[src/rtl/uart_pkg.sv]
// Shared definitions for the oversampling UART baud generator: default
// widths and the two-state run/idle enum used by the top-level FSM.
package uart_pkg;

    localparam int UART_CNT_W  = 16;
    localparam int UART_FRAC_W = 4;
    localparam int UART_OSR    = 16;

    typedef enum logic [0:0] {
        BAUD_IDLE = 1'b0,
        BAUD_RUN  = 1'b1
    } baud_state_e;

endpackage

[src/rtl/uart_baud_gen_os_if.sv]
// Control/tick bundle between a UART engine (master) and the baud
// generator (slave). Signal names keep their direction suffixes as seen
// from the generator so both sides read the same names.
interface uart_baud_gen_os_if #(
    parameter int CNT_W  = 16,
    parameter int FRAC_W = 4,
    parameter int OSR_W  = 4
);

    logic              en_i;
    logic              restart_i;
    logic [CNT_W-1:0]  cfg_div_i;
    logic [FRAC_W-1:0] cfg_frac_i;
    logic              os_tick_o;
    logic              bit_tick_o;
    logic              mid_tick_o;
    logic [OSR_W-1:0]  os_idx_o;

    modport master (
        output en_i, restart_i, cfg_div_i, cfg_frac_i,
        input  os_tick_o, bit_tick_o, mid_tick_o, os_idx_o
    );

    modport slave (
        input  en_i, restart_i, cfg_div_i, cfg_frac_i,
        output os_tick_o, bit_tick_o, mid_tick_o, os_idx_o
    );

endinterface

[src/rtl/uart_baud_prescaler.sv]
// Integer prescaler with optional fractional stretch. Counts 0..div+stretch
// while count_en is high and flags the terminal count combinationally on
// os_hit; the top registers it. Dropping count_en clears all state.
// Optional feature macro: UART_BAUD_FRAC_DIV_EN (fractional accumulator).
module uart_baud_prescaler #(
    parameter int CNT_W  = 16,
    parameter int FRAC_W = 4
) (
    input  logic              clk_i,
    input  logic              rst_i,
    input  logic              count_en,
    input  logic [CNT_W-1:0]  div,
    input  logic [FRAC_W-1:0] frac,
    output logic              os_hit
);

    logic [CNT_W:0] cnt_r;
    logic [CNT_W:0] lim_s;
    logic           stretch_s;

    // Limit may exceed div by one clock when the previous period carried.
    assign lim_s  = {1'b0, div} + {{CNT_W{1'b0}}, stretch_s};
    assign os_hit = count_en && (cnt_r == lim_s);

    // Prescaler counter: wraps at the limit, held at zero when not counting.
    always_ff @(posedge clk_i) begin
        if (rst_i) begin
            cnt_r <= {(CNT_W+1){1'b0}};
        end else if (!count_en) begin
            cnt_r <= {(CNT_W+1){1'b0}};
        end else if (os_hit) begin
            cnt_r <= {(CNT_W+1){1'b0}};
        end else begin
            cnt_r <= cnt_r + (CNT_W+1)'(1);
        end
    end

`ifdef UART_BAUD_FRAC_DIV_EN
    logic [FRAC_W-1:0] acc_r;
    logic              stretch_r;
    logic [FRAC_W:0]   sum_s;

    assign sum_s     = {1'b0, acc_r} + {1'b0, frac};
    assign stretch_s = stretch_r;

    // Fractional accumulator: its carry lengthens the following os period.
    always_ff @(posedge clk_i) begin
        if (rst_i) begin
            acc_r     <= {FRAC_W{1'b0}};
            stretch_r <= 1'b0;
        end else if (!count_en) begin
            acc_r     <= {FRAC_W{1'b0}};
            stretch_r <= 1'b0;
        end else if (os_hit) begin
            acc_r     <= sum_s[FRAC_W-1:0];
            stretch_r <= sum_s[FRAC_W];
        end else begin
            acc_r     <= acc_r;
            stretch_r <= stretch_r;
        end
    end
`else
    logic unused_frac_s;

    assign stretch_s     = 1'b0;
    assign unused_frac_s = ^frac;
`endif

endmodule

[src/rtl/uart_baud_gen_os.sv]
// Oversampling UART baud generator. Produces an os tick every div+1(+stretch)
// clocks, tracks the oversample index within a bit and flags the bit wrap
// and mid-bit sample point. Divisor settings are shadowed and only picked up
// while idle, on restart, or at a bit boundary so a bit never changes speed.
// Optional feature macro: UART_BAUD_FRAC_DIV_EN (fractional divisor).
module uart_baud_gen_os
    import uart_pkg::*;
#(
    parameter int CNT_W  = UART_CNT_W,
    parameter int FRAC_W = UART_FRAC_W,
    parameter int OSR    = UART_OSR
) (
    input  logic               clk_i,
    input  logic               rst_i,
    uart_baud_gen_os_if.slave  bus
);

    localparam int OSR_W = $clog2(OSR);

    baud_state_e       state_r;
    baud_state_e       state_s;
    logic              count_en_s;
    logic              os_hit_s;
    logic              last_idx_s;
    logic              mid_idx_s;
    logic [CNT_W-1:0]  div_r;
    logic [FRAC_W-1:0] frac_r;
    logic [OSR_W-1:0]  idx_r;
    logic              os_tick_r;
    logic              bit_tick_r;
    logic              mid_tick_r;

    // Only a running generator without a pending realign advances time.
    assign count_en_s = (state_r == BAUD_RUN) && bus.en_i && !bus.restart_i;
    assign last_idx_s = (idx_r == OSR_W'(OSR - 1));
    assign mid_idx_s  = (idx_r == OSR_W'(OSR / 2 - 1));

    uart_baud_prescaler #(
        .CNT_W  (CNT_W),
        .FRAC_W (FRAC_W)
    ) u_prescaler (
        .clk_i    (clk_i),
        .rst_i    (rst_i),
        .count_en (count_en_s),
        .div      (div_r),
        .frac     (frac_r),
        .os_hit   (os_hit_s)
    );

    // State register for the idle/run FSM.
    always_ff @(posedge clk_i) begin
        if (rst_i) begin
            state_r <= BAUD_IDLE;
        end else begin
            state_r <= state_s;
        end
    end

    // Next-state logic: enable alone decides between idle and run.
    always_comb begin
        state_s = state_r;
        case (state_r)
            BAUD_IDLE: begin
                if (bus.en_i) state_s = BAUD_RUN;
                else          state_s = BAUD_IDLE;
            end
            BAUD_RUN: begin
                if (bus.en_i) state_s = BAUD_RUN;
                else          state_s = BAUD_IDLE;
            end
            default: state_s = BAUD_IDLE;
        endcase
    end

    // Shadow divisor: reloaded while not counting and at each bit boundary.
    always_ff @(posedge clk_i) begin
        if (rst_i) begin
            div_r  <= {CNT_W{1'b0}};
            frac_r <= {FRAC_W{1'b0}};
        end else if (!count_en_s || (os_hit_s && last_idx_s)) begin
            div_r  <= bus.cfg_div_i;
            frac_r <= bus.cfg_frac_i;
        end else begin
            div_r  <= div_r;
            frac_r <= frac_r;
        end
    end

    // Oversample index and registered tick outputs.
    always_ff @(posedge clk_i) begin
        if (rst_i) begin
            idx_r      <= {OSR_W{1'b0}};
            os_tick_r  <= 1'b0;
            bit_tick_r <= 1'b0;
            mid_tick_r <= 1'b0;
        end else if (!count_en_s) begin
            idx_r      <= {OSR_W{1'b0}};
            os_tick_r  <= 1'b0;
            bit_tick_r <= 1'b0;
            mid_tick_r <= 1'b0;
        end else begin
            idx_r      <= os_hit_s ? (idx_r + OSR_W'(1)) : idx_r;
            os_tick_r  <= os_hit_s;
            bit_tick_r <= os_hit_s && last_idx_s;
            mid_tick_r <= os_hit_s && mid_idx_s;
        end
    end

    assign bus.os_tick_o  = os_tick_r;
    assign bus.bit_tick_o = bit_tick_r;
    assign bus.mid_tick_o = mid_tick_r;
    assign bus.os_idx_o   = idx_r;

endmodule

[src/flat_wrapper.sv]
// flat-port wrapper written by rule: the top's interface ports become plain ports
module uart_baud_gen_os_flat import uart_pkg::*;
#(
    parameter int CNT_W  = UART_CNT_W,
    parameter int FRAC_W = UART_FRAC_W,
    parameter int OSR    = UART_OSR
)
  (clk_i, rst_i, bus_en_i, bus_restart_i, bus_cfg_div_i, bus_cfg_frac_i, bus_os_tick_o, bus_bit_tick_o, bus_mid_tick_o, bus_os_idx_o);
  uart_baud_gen_os_if #(.CNT_W(CNT_W), .FRAC_W(FRAC_W), .OSR_W(4)) bus_i ();
  input  logic clk_i;
  input  logic rst_i;
  input wire logic [$bits(bus_i.en_i)-1:0] bus_en_i;
  input wire logic [$bits(bus_i.restart_i)-1:0] bus_restart_i;
  input wire logic [$bits(bus_i.cfg_div_i)-1:0] bus_cfg_div_i;
  input wire logic [$bits(bus_i.cfg_frac_i)-1:0] bus_cfg_frac_i;
  output wire logic [$bits(bus_i.os_tick_o)-1:0] bus_os_tick_o;
  output wire logic [$bits(bus_i.bit_tick_o)-1:0] bus_bit_tick_o;
  output wire logic [$bits(bus_i.mid_tick_o)-1:0] bus_mid_tick_o;
  output wire logic [$bits(bus_i.os_idx_o)-1:0] bus_os_idx_o;
  assign bus_i.en_i = bus_en_i;
  assign bus_i.restart_i = bus_restart_i;
  assign bus_i.cfg_div_i = bus_cfg_div_i;
  assign bus_i.cfg_frac_i = bus_cfg_frac_i;
  assign bus_os_tick_o = bus_i.os_tick_o;
  assign bus_bit_tick_o = bus_i.bit_tick_o;
  assign bus_mid_tick_o = bus_i.mid_tick_o;
  assign bus_os_idx_o = bus_i.os_idx_o;
  uart_baud_gen_os #(.CNT_W(CNT_W), .FRAC_W(FRAC_W), .OSR(OSR)) u_core (.clk_i(clk_i), .rst_i(rst_i), .bus(bus_i));
endmodule
[config.mk]
export PLATFORM = sky130hd
export DESIGN_NAME = uart_baud_gen_os_flat
export DESIGN_NICKNAME = d
export VERILOG_FILES = /design/src/rtl/uart_pkg.sv /design/src/rtl/uart_baud_gen_os_if.sv /design/src/rtl/uart_baud_prescaler.sv /design/src/rtl/uart_baud_gen_os.sv /design/src/flat_wrapper.sv
export SDC_FILE = /design/constraint.sdc
export NUM_CORES = 1
export LEC_CHECK = 0
export CAP_MARGIN = 40
export CORE_UTILIZATION = 38
export CTS_BUF_LIST = sky130_fd_sc_hd__clkbuf_8
export CTS_CLUSTER_DIAMETER = 60
export DETAILED_ROUTE_END_ITERATION = 8
export PLACE_DENSITY = 0.59
export SETUP_SLACK_MARGIN = 0.02
export SYNTH_ARGS = -nofsm -noshare
export SYNTH_HDL_FRONTEND = slang
export SYNTH_SLANG_ARGS = --single-unit
[constraint.sdc]
create_clock -name clk_i -period 4.45 [get_ports clk_i]
set_input_delay 0.445 -clock clk_i [delete_from_list [all_inputs] [get_ports clk_i]]
set_output_delay 0.445 -clock clk_i [all_outputs]
set_load 0.01 [all_outputs]
==> Flow_metrics.wiki, run 1 <==
{| class="wikitable"
! Metric !! Value
|-
| Count of nets after finishing || 261
|-
| Maximum fanout count along the critical path || 12
|-
| Synth warn || 0
|-
| Post-cts repair resize count || 0
|-
| Synth unique cells || 37
|-
| Max Transition Viols Final || 0
|-
| Sequential-to-total area share from yosys stat || 0.416
|-
| Latest clock arrival within the worst-skew pair || 0.29 ns
|-
| # Post-CTS Setup Buffers || 0
|-
| Primary flip-flop cell chosen by synthesis mapping || dfxtp_1
|-
| Post-synthesis sequential element count || 41
|-
| Fmax || 0.489 GHz
|-
| Hold Path Cell Cnt || 1
|-
| Setup TNS Final || 0 ns
|-
| Power density cells || 315 mW/mm^2
|-
| Cell total after placement || 295
|-
| Result of the run || complete, no violations
|-
| End of the worst register-to-register path || u_core.div_r[10]
|-
| Ys async rst share || 0
|-
| Most instantiated cells after synthesis || 41 x dfxtp_1, 32 x nand2b_1, 20 x nor2_1, 19 x xor2_1, 16 x mux2i_1
|-
| Vias in the first global route || 1293
|-
| Grt ovf || 0
|-
| Die span in x || 74.1 um
|-
| Die Y-Extent || 74.1 um
|-
| FF-to-FF Start || u_core.u_prescaler.cnt_r[10]
|-
| Register Area || 821 um^2
|-
| Final core utilization || 0.499
|-
| Post-route insts no fill || 303
|-
| Gate count of the mapped netlist || 208
|-
| Worst hold path type || register to register
|-
| Initial DRC Count || 57
|-
| Fin Clk Skew || 0.00449 ns
|-
| IR drop worst, VDD || 177 uV
|-
| Register-to-register setup slack || 2.41 ns
|-
| Req. time, crit path || 4.67 ns
|-
| Initial antenna violation count || 0
|-
| Final Setup Violations || 0
|-
| Post-synth net total || 234
|-
| Post-detailed-placement half-perimeter wirelength || 2660 um
|-
| Largest area contributor in the synthesized netlist || dfxtp_1
|-
| Global-route usage over all layers || 0.150
|-
| Worst max-slew margin expressed relative to the limit || 0.553
|-
| Total routed wirelength || 3560 um
|-
| Master cell of the clock root buffer || clkbuf_8
|-
| Global-route wire length before repair || 6180 um
|-
| Maximum clock path buffer count || 2
|-
| Layout filler cell count || 476
|-
| Category of the worst setup path launch point || register
|-
| Antenna diode count || 0
|-
| Maximum number of pins on one net before global-route repair || 36
|-
| Crit. End Element || register
|-
| Number of nets with antenna violations after routing || 0
|-
| Area of all placed cells without fillers || 0.00242 mm^2
|-
| Worst-Margin Slew || 0.670 ns
|-
| Period minus WS final || 2.04 ns
|-
| Clock share of power || 0.412
|-
| Final hold violation count || 0
|-
| Max-cap viol count || 0
|-
| Number of buffers added by the clock tree synthesis step || 5
|-
| Internal power consumption || 0.596 mW
|-
| Sequential group share of total power || 0.504
|-
| Net switching power || 0.165 mW
|-
| Clock sink count || 41
|-
| Fraction of synthesized cell area taken by the top area cell type || 0.416
|-
| Number of enable flip-flop cells after synthesis || 0
|-
| Sw frac || 0.217
|-
| Worst-path clk slew || 0.08 ns
|-
| Placed inst area || 0.00230 mm^2
|-
| Static leakage || 0.963 nW
|-
| Multi-input gate area || 0.00109 mm^2
|-
| Area of the mapped netlist || 0.00197 mm^2
|-
| Total I/O pin count || 31
|-
| Number of H-tree branching levels || 2
|-
| Die footprint || 0.00549 mm^2
|-
| Kind of critical path || register to register
|-
| Overall power of the completed layout || 0.761 mW
|-
| Signed area change from the synthesized netlist to the final layout || 22.4%
|-
| Iteration count of the initial detailed-routing pass || 4
|-
| Dominant cell by count in the synthesized netlist || dfxtp_1
|-
| Setup repair after global routing missed its margin || false
|-
| Clock tree from TritonCTS || done
|-
| Hold Buf Count CTS || 0
|-
| Number of port buffers || 26
|-
| Hold path startpoint || u_core.u_prescaler.cnt_r[0]
|-
| Arrival time at the worst endpoint || 2.27 ns
|-
| Number of standard-cell rows in the floorplan || 25
|-
| Endpoint of the worst hold path || u_core.u_prescaler.cnt_r[0]
|-
| Cells taking the most area after synthesis || dfxtp_1 42%, nand2b_1 10%, xor2_1 8.4%, mux2i_1 8.1%, xnor2_1 4.0%
|-
| Detailed-route via count || 1424
|-
| Routability Congestion || 0.759
|-
| Post-detailed-route wirelength per cell || 11.8 um
|-
| Share of total power in combinational logic || 0.083
|-
| Length in cells of the worst reg-to-reg path || 6
|-
| Core region area || 0.00485 mm^2
|-
| Via/cell ratio || 4.70
|-
| Initial cell density of the core || 0.407
|-
| Mean area per synthesized cell || 9.49 um^2
|-
| Number of remaining DRC errors || 0
|-
| Layout cells sized above 1 || 0.0805
|-
| Final cycle utilization of the critical path || 0.459
|}
-- critical path: stages, from the launching register on --
cell and delay [ns]:
dfxtp_1 0.44, xor2_1 0.14, nor4_4 0.33, nand3_2 0.25
o21bai_2 0.41, buf_8 0.22, mux2i_1 0.19
-- layout make-up --
class / instances / area share
multi-input combinational: 154 / 0.451
sequential: 41 / 0.340
timing repair buffer: 28 / 0.117
tap: 67 / 0.0347
clock buffer: 6 / 0.0342
clock inverter: 2 / 0.0155
inverter: 5 / 0.00776
-- metal layers --
layer	track usage	part of all wire	up-vias
met1	0.219	0.55	647
met3	0.0407	0.031	6
met2	0.208	0.40	23
met4	0.0577	0.015	0
met5	0	0	-
li1	-	-	748
-- worst max-delay path by stage --
stage                                               to  depth (start not counted)  slack [ns]                          from
after global placement                 u_core.div_r[2]                          5        2.03  u_core.u_prescaler.cnt_r[10]
final                                 u_core.div_r[10]                          6        2.41  u_core.u_prescaler.cnt_r[10]
after floorplan                        u_core.div_r[0]                          7        2.76   u_core.u_prescaler.cnt_r[2]
after CTS                 u_core.u_prescaler.cnt_r[12]                          5        2.37  u_core.u_prescaler.cnt_r[10]
after global routing                   u_core.div_r[8]                          6        2.21  u_core.u_prescaler.cnt_r[10]
after detailed placement              u_core.div_r[10]                          6        2.40  u_core.u_prescaler.cnt_r[10]
-- sequential cells by signal, summed over array words and instances (netlist names) --
name,count
u_core.div_r,16
u_core.bus.mid_tick_o,1
u_core.bus.bit_tick_o,1
u_core.u_prescaler.cnt_r,17
u_core.state_r,1
u_core.bus.os_tick_o,1
u_core.bus.os_idx_o,4
-- layout by cell type, fill, tap and decap left out, types with 2 or more instances in the layout --
master	Yosys	routed
mux2i_1	16	16
xor2_1	19	19
nand2b_1	32	32
and2_1	2	2
nand3_2	2	2
inv_1	5	5
dfxtp_1	41	41
nand2_1	6	6
and3_2	2	2
nor2b_1	3	3
nor4_4	2	2
or4_1	2	2
nor3_1	2	2
clkbuf_8	0	6
and4_1	2	2
o21ai_0	2	2
nor2_1	20	20
o31ai_1	2	2
clkdlybuf4s50_1	0	26
nand4_1	4	4
a21oi_1	5	5
xnor2_1	9	9
and3_1	5	5
ha_1	2	2
nand3_1	6	6
-- kinds of logic (layout without fill, tap and decap cells) --
logic type / count (synthesis) / in the layout / synth area share
and+or+nand+nor: 95 / 95 / 0.288
DFF: 41 / 41 / 0.416
xor gates and xnor gates: 28 / 28 / 0.124
muxes: 16 / 16 / 0.0811
AOI/OAI and AO/OA: 13 / 13 / 0.0444
buffers and inverters: 13 / 41 / 0.0336
adders and majority gates: 2 / 2 / 0.0127
-- power groups by stage --
stage,Clock [mW],Combinational (mW),Sequential [mW]
finish,0.314,0.0632,0.384
global route,0.340,0.0703,0.385
CTS,0.325,0.0642,0.384
detailed placement,0,0.0639,0.393
global placement,0,0.0630,0.393
floorplan,0,0.0401,0.390
-- stage by stage --
step	setup slack, ns	hold WS [ns]
after CTS	2.37	0.477
after floorplan	2.76	0.435
after global placement	2.03	0.449
after global routing	2.21	0.510
final	2.41	0.469
after detailed placement	2.40	0.458
No activity file was read; power rests on OpenSTA's default activity.
==> run 2, diff against run 1 <==
Settings changed: PLACE_DENSITY 0.59 to 0.61.
Clock period 4.45 ns to 1.83 ns, I/O delays scaled along.
==> run 2 against run 1 <==
Global-route usage is 0.88 points higher. Hold slack worse by 0.016 ns. Non-clock buffer count is 17 higher. Count of clock-buffer cells in the layout is 1 higher. First-iteration DRC count is 30% lower. Combinational power grew to 2.9 times the previous value. Clock skew is 0.0013 ns lower. Die area stayed put. Clock power is 110% higher. Sequential power is 140% higher. Cell count is 5.6% higher. Largest cell class unchanged.
==> Flow_metrics.wiki, run 2 (synthesis results as in run 1) <==
{| class="wikitable"
! Metric !! Value
|-
| Result of the run || complete, no violations
|-
| Number of H-tree branching levels || 2
|-
| Register-to-register setup slack || 0.02 ns
|-
| Clock sink count || 41
|-
| Maximum cell stage delay along the critical path || 0.52 ns
|-
| Cell-by-cell trace of the critical path || xor2_1 > nor4_4 > nand3_4 > or4_4 > a21oi_2
|-
| Minimum setup slack after placement || -0.0122 ns
|-
| Endpoint of the worst hold path || u_core.div_r[11]
|-
| Area of all placed cells without fillers || 0.00258 mm^2
|-
| Final Setup Violations || 0
|-
| Total buffers and inverters traversed by the critical path || 0
|-
| Vias in the first global route || 1396
|-
| Master cell of the clock root buffer || clkbuf_8
|-
| Maximum fanout count along the critical path || 7
|-
| Worst hold path type || input port to register
|-
| Number of nets with antenna violations after routing || 0
|-
| Count of nets after finishing || 278
|-
| Via/cell ratio || 4.60
|-
| Fin Clk Skew || 0.00316 ns
|-
| Post-detailed-route wirelength per cell || 11.8 um
|-
| Iteration count of the initial detailed-routing pass || 4
|-
| Clock tree from TritonCTS || done
|-
| Kind of critical path || register to register
|-
| Number of standard-cell rows in the floorplan || 25
|-
| Initial antenna violation count || 0
|-
| Final cycle utilization of the critical path || 0.990
|-
| Routability Congestion || 0.763
|-
| Antenna diode count || 0
|-
| Hold Buf Count CTS || 0
|-
| Period minus WS final || 1.81 ns
|-
| Crit. End Element || register
|-
| Category of the worst setup path launch point || register
|-
| Most used cells in the layout excluding fill and tap cells || 36 x dfxtp_1, 32 x nand2b_1, 26 x clkdlybuf4s50_1
|-
| Overall power of the completed layout || 1.76 mW
|-
| IR drop worst, VDD || 364 uV
|-
| Arrival time at the worst endpoint || 2.04 ns
|-
| Hold Path Cell Cnt || 3
|-
| Detailed-route via count || 1471
|-
| Worst-path cell with the longest stage delay || or4_4
|-
| Initial cell density of the core || 0.407
|-
| Worst-path clk slew || 0.08 ns
|-
| Die span in x || 74.1 um
|-
| Placed inst area || 0.00239 mm^2
|-
| Signed area change from the synthesized netlist to the final layout || 30.7%
|-
| Global-route usage over all layers || 0.159
|-
| Grt ovf || 0
|-
| Worst-Margin Slew || 0.370 ns
|-
| Number of buffers added by the clock tree synthesis step || 5
|-
| Max-cap viol count || 0
|-
| Length in cells of the worst reg-to-reg path || 5
|-
| Max Transition Viols Final || 0
|-
| Leading cell type in the layout, fill and taps excluded || dfxtp_1
|-
| Least setup slack across all paths after layout || 0.0182 ns
|-
| End of the worst register-to-register path || u_core.bus.os_idx_o[2]
|-
| Worst max-slew margin expressed relative to the limit || 0.753
|-
| Source of the critical timing path || u_core.u_prescaler.cnt_r[12]
|-
| Fmax || 0.552 GHz
|-
| Die footprint || 0.00549 mm^2
|-
| Static leakage || 1.06 nW
|-
| Layout filler cell count || 456
|-
| Post-detailed-placement half-perimeter wirelength || 2770 um
|-
| Initial DRC Count || 40
|-
| Final Hold Slack || 0.454 ns
|-
| Die Y-Extent || 74.1 um
|-
| Latest clock arrival within the worst-skew pair || 0.29 ns
|-
| Top Family by Delay on Critical Path || simple AND/OR/NAND/NOR gates
|-
| Core region area || 0.00485 mm^2
|-
| Total routed wirelength || 3780 um
|-
| Maximum number of pins on one net before global-route repair || 25
|-
| Flip-flop count of the largest register, all copies and words added || 17
|-
| Final hold violation count || 0
|-
| Total I/O pin count || 31
|-
| Global-route wire length before repair || 6520 um
|-
| Power density cells || 681 mW/mm^2
|-
| Setup repair after global routing missed its margin || true
|-
| Hold path startpoint || bus_cfg_div_i[11]
|-
| Number of port buffers || 26
|-
| Maximum clock path buffer count || 2
|-
| Number of remaining DRC errors || 0
|-
| Register bank with the most flops || u_core.u_prescaler.cnt_r
|-
| FF-to-FF Start || u_core.u_prescaler.cnt_r[12]
|-
| Layout cells sized above 1 || 0.178
|-
| Req. time, crit path || 2.06 ns
|}
[run 2: cell count changes in the layout (fill, tap and decap cells not counted), sizes merged]
| cell | previous run | this run |
|---|---|---|
| clkinvlp | 1 | 0 |
| clkinv | 0 | 1 |
| buf | 2 | 19 |
| clkbuf | 6 | 7 |
| bufinv | 1 | 0 |
[run 2: worst reg2reg max path: cells and delay by family, from the launching register on]
family	cells	cell delay, ns
and+or+nand+nor	3	1.07
DFF	1	0.36
xor gates and xnor gates	1	0.16
AOI/OAI and AO/OA	1	0.15
[run 2: area by class of cell]
type                       instances  area (um^2)  area share
sequential                        41          830       0.321
multi-input combinational        154         1130       0.437
inverter                           5         18.8     0.00727
clock inverter                     1         5.00     0.00194
timing repair buffer              45          419       0.162
clock buffer                       7         96.3      0.0373
tap                               67         83.8      0.0325
[run 2: routing by layer]
metal	up-vias	share of wire	track usage
met5	-	0	0
met4	0	0.016	0.0726
met3	5	0.031	0.0434
met2	23	0.42	0.223
met1	658	0.54	0.225
li1	785	-	-
[run 2: worst max-delay path by stage]
stage	to	slack [ns]	cells after the start
final	u_core.bus.os_idx_o[2]	0.02	5
after global routing	u_core.div_r[5]	-0.05	6
after CTS	u_core.bus.os_idx_o[3]	0.03	5
after detailed placement	u_core.div_r[9]	-0.01	6
after global placement	u_core.bus.os_idx_o[3]	-0.002	5
after floorplan	u_core.div_r[0]	0.14	7
[run 2: timing repair]
action	4_1_cts	5_1_grt
cloned	0	0
buffers inserted	0	5
pin swaps	0	8
resized for setup	3	11
setup endpoints to repair	18	19
[run 2: per-stage QoR]
stage | utilization | cells | setup TNS (ns)
4_1_cts | 0.518 | 315 | 0
3_3_place_gp | 0.493 | 307 | -0.00168
2_1_floorplan | - | 208 | 0
3_5_place_dp | 0.493 | 307 | -0.0129
5_1_grt | 0.532 | 320 | -0.339
6_report | 0.532 | 320 | 0
[run 2: where the power goes]
part / internal, mW / switching (mW)
logic: 0.109 / 0.0748
registers: 0.914 / 0.0166
clock network: 0.341 / 0.303
total: 1.36 / 0.395
==> run 3, diff against run 2 <==
Settings changed: TNS_END_PERCENT from default to 20.
==> run 3 against run 2 <==
Sequential share of layout area unchanged. Via count unchanged. Sequential cell count unchanged. Count of clock-buffer cells in the layout unchanged. Combinational power about the same. Wire length unchanged. Fmax unchanged. Worst setup slack unchanged. Hold slack unchanged. Clock skew unchanged. Critical endpoint unchanged. Highest routed layer unchanged.
==> Flow_metrics.wiki, run 3 (synthesis results as in run 1) <==
{| class="wikitable"
! Metric !! Value
|-
| Result of the run || complete, no violations
|-
| Number of remaining DRC errors || 0
|-
| Layout cells sized above 1 || 0.178
|-
| Core region area || 0.00485 mm^2
|-
| Global-route wire length before repair || 6520 um
|-
| Initial DRC Count || 40
|-
| Kind of critical path || register to register
|-
| Arrival time at the worst endpoint || 2.04 ns
|-
| Static leakage || 1.06 nW
|-
| Post-detailed-placement half-perimeter wirelength || 2770 um
|-
| IR drop worst, VDD || 364 uV
|-
| Source of the critical timing path || u_core.u_prescaler.cnt_r[12]
|-
| Number of buffers added by the clock tree synthesis step || 5
|-
| Worst-path cell with the longest stage delay || or4_4
|-
| Die footprint || 0.00549 mm^2
|-
| Worst hold path type || input port to register
|-
| Initial antenna violation count || 0
|-
| Highest-utilization routing layer at the global route stage || met1
|-
| Register-to-register setup slack || 0.02 ns
|-
| Flip-flop count of the largest register, all copies and words added || 17
|-
| Iteration count of the initial detailed-routing pass || 4
|-
| Initial cell density of the core || 0.407
|-
| Worst max-slew margin expressed relative to the limit || 0.753
|-
| Die span in x || 74.1 um
|-
| Global-route usage over all layers || 0.159
|-
| Detailed-route via count || 1471
|-
| Number of nets with antenna violations after routing || 0
|-
| Total buffers and inverters traversed by the critical path || 0
|-
| Final Hold Slack || 0.454 ns
|-
| Most used cells in the layout excluding fill and tap cells || 36 x dfxtp_1, 32 x nand2b_1, 26 x clkdlybuf4s50_1
|-
| Placed inst area || 0.00239 mm^2
|-
| Clock tree from TritonCTS || done
|-
| Routability Congestion || 0.763
|-
| Length in cells of the worst reg-to-reg path || 5
|-
| Minimum setup slack after placement || -0.0122 ns
|-
| Req. time, crit path || 2.06 ns
|-
| Worst-Margin Slew || 0.370 ns
|-
| Antenna diode count || 0
|-
| Total I/O pin count || 31
|-
| Grt ovf || 0
|-
| Worst-path clk slew || 0.08 ns
|-
| Latest clock arrival within the worst-skew pair || 0.29 ns
|-
| Register bank with the most flops || u_core.u_prescaler.cnt_r
|-
| Register Area || 830 um^2
|-
| Final hold violation count || 0
|-
| Final cycle utilization of the critical path || 0.990
|-
| Hold Path Cell Cnt || 3
|-
| Maximum cell stage delay along the critical path || 0.52 ns
|-
| Area of all placed cells without fillers || 0.00258 mm^2
|-
| Max Transition Viols Final || 0
|-
| End of the worst register-to-register path || u_core.bus.os_idx_o[2]
|-
| Met1 layer usage reported by global route || 0.225
|-
| Top Family by Delay on Critical Path || simple AND/OR/NAND/NOR gates
|-
| Layout filler cell count || 456
|-
| Fmax || 0.552 GHz
|-
| GR Util met2 || 0.223
|-
| Leading cell type in the layout, fill and taps excluded || dfxtp_1
|-
| Vias in the first global route || 1396
|-
| M3 GR Usage || 0.0434
|-
| Max-cap viol count || 0
|-
| Via/cell ratio || 4.60
|-
| Endpoint of the worst hold path || u_core.div_r[11]
|-
| Multi-input gate area || 0.00113 mm^2
|-
| Power density cells || 681 mW/mm^2
|-
| Hold path startpoint || bus_cfg_div_i[11]
|-
| Number of port buffers || 26
|-
| Die Y-Extent || 74.1 um
|-
| Least setup slack across all paths after layout || 0.0182 ns
|-
| Master cell of the clock root buffer || clkbuf_8
|-
| Maximum fanout count along the critical path || 7
|-
| Number of standard-cell rows in the floorplan || 25
|-
| Maximum clock path buffer count || 2
|-
| Period minus WS final || 1.81 ns
|-
| Overall power of the completed layout || 1.76 mW
|-
| Signed area change from the synthesized netlist to the final layout || 30.7%
|-
| Category of the worst setup path launch point || register
|-
| FF-to-FF Start || u_core.u_prescaler.cnt_r[12]
|-
| Hold Buf Count CTS || 0
|-
| Post-detailed-route wirelength per cell || 11.8 um
|-
| Cell-by-cell trace of the critical path || xor2_1 > nor4_4 > nand3_4 > or4_4 > a21oi_2
|-
| Crit. End Element || register
|-
| Maximum number of pins on one net before global-route repair || 25
|-
| Fin Clk Skew || 0.00316 ns
|-
| Final Setup Violations || 0
|-
| Total routed wirelength || 3780 um
|-
| Setup repair after global routing missed its margin || true
|-
| Count of nets after finishing || 278
|-
| Clock sink count || 41
|-
| Number of H-tree branching levels || 2
|}
run 3: layout make-up:
cell class | instances | area share
clock buffers | 7 | 0.0373
clock inverters | 1 | 0.00194
well taps | 67 | 0.0325
multi-input cells | 154 | 0.437
flip-flops and latches | 41 | 0.321
repair buffers | 45 | 0.162
inverters | 5 | 0.00727
run 3: worst max-delay path by stage:
| stage | end | slack, ns | depth (start not counted) |
|---|---|---|---|
| after floorplan | u_core.div_r[0] | 0.14 | 7 |
| after global placement | u_core.bus.os_idx_o[3] | -0.002 | 5 |
| after detailed placement | u_core.div_r[9] | -0.01 | 6 |
| after CTS | u_core.bus.os_idx_o[3] | 0.03 | 5 |
| after global routing | u_core.div_r[5] | -0.05 | 6 |
| final | u_core.bus.os_idx_o[2] | 0.02 | 5 |
run 3: where the power goes:
group / internal [mW] / total [mW] / switching, mW / leakage, nW
Combinational: 0.109 / 0.184 / 0.0748 / 0.665
Sequential: 0.914 / 0.930 / 0.0166 / 0.337
Clock: 0.341 / 0.644 / 0.303 / 0.0542
run 3: stage by stage:
| step | setup TNS [ns] | cells | util |
|---|---|---|---|
| floorplan | 0 | 208 | - |
| global placement | -0.00168 | 307 | 0.493 |
| detailed placement | -0.0129 | 307 | 0.493 |
| CTS | 0 | 315 | 0.518 |
| global route | -0.339 | 320 | 0.532 |
| finish | 0 | 320 | 0.532 |
run 3: worst reg2reg max path: cells and delay by family, from the launching register on:
family,cells,cell delay (ns)
flops,1,0.36
xor+xnor,1,0.16
compound gates,1,0.15
simple gates,3,1.07
run 3: routing by layer:
layer / wire, um / vias up / share of wire
met5: 0 / - / 0
met4: 61 / 0 / 0.016
met3: 117 / 5 / 0.031
met2: 1580 / 23 / 0.42
met1: 2030 / 658 / 0.54
li1: - / 785 / -
run 3: what timing repair did:
item / in CTS / in global routing
buffers inserted: 0 / 5
pin swaps: 0 / 8
endpoints found under the setup margin: 18 / 19
resized for setup: 3 / 11
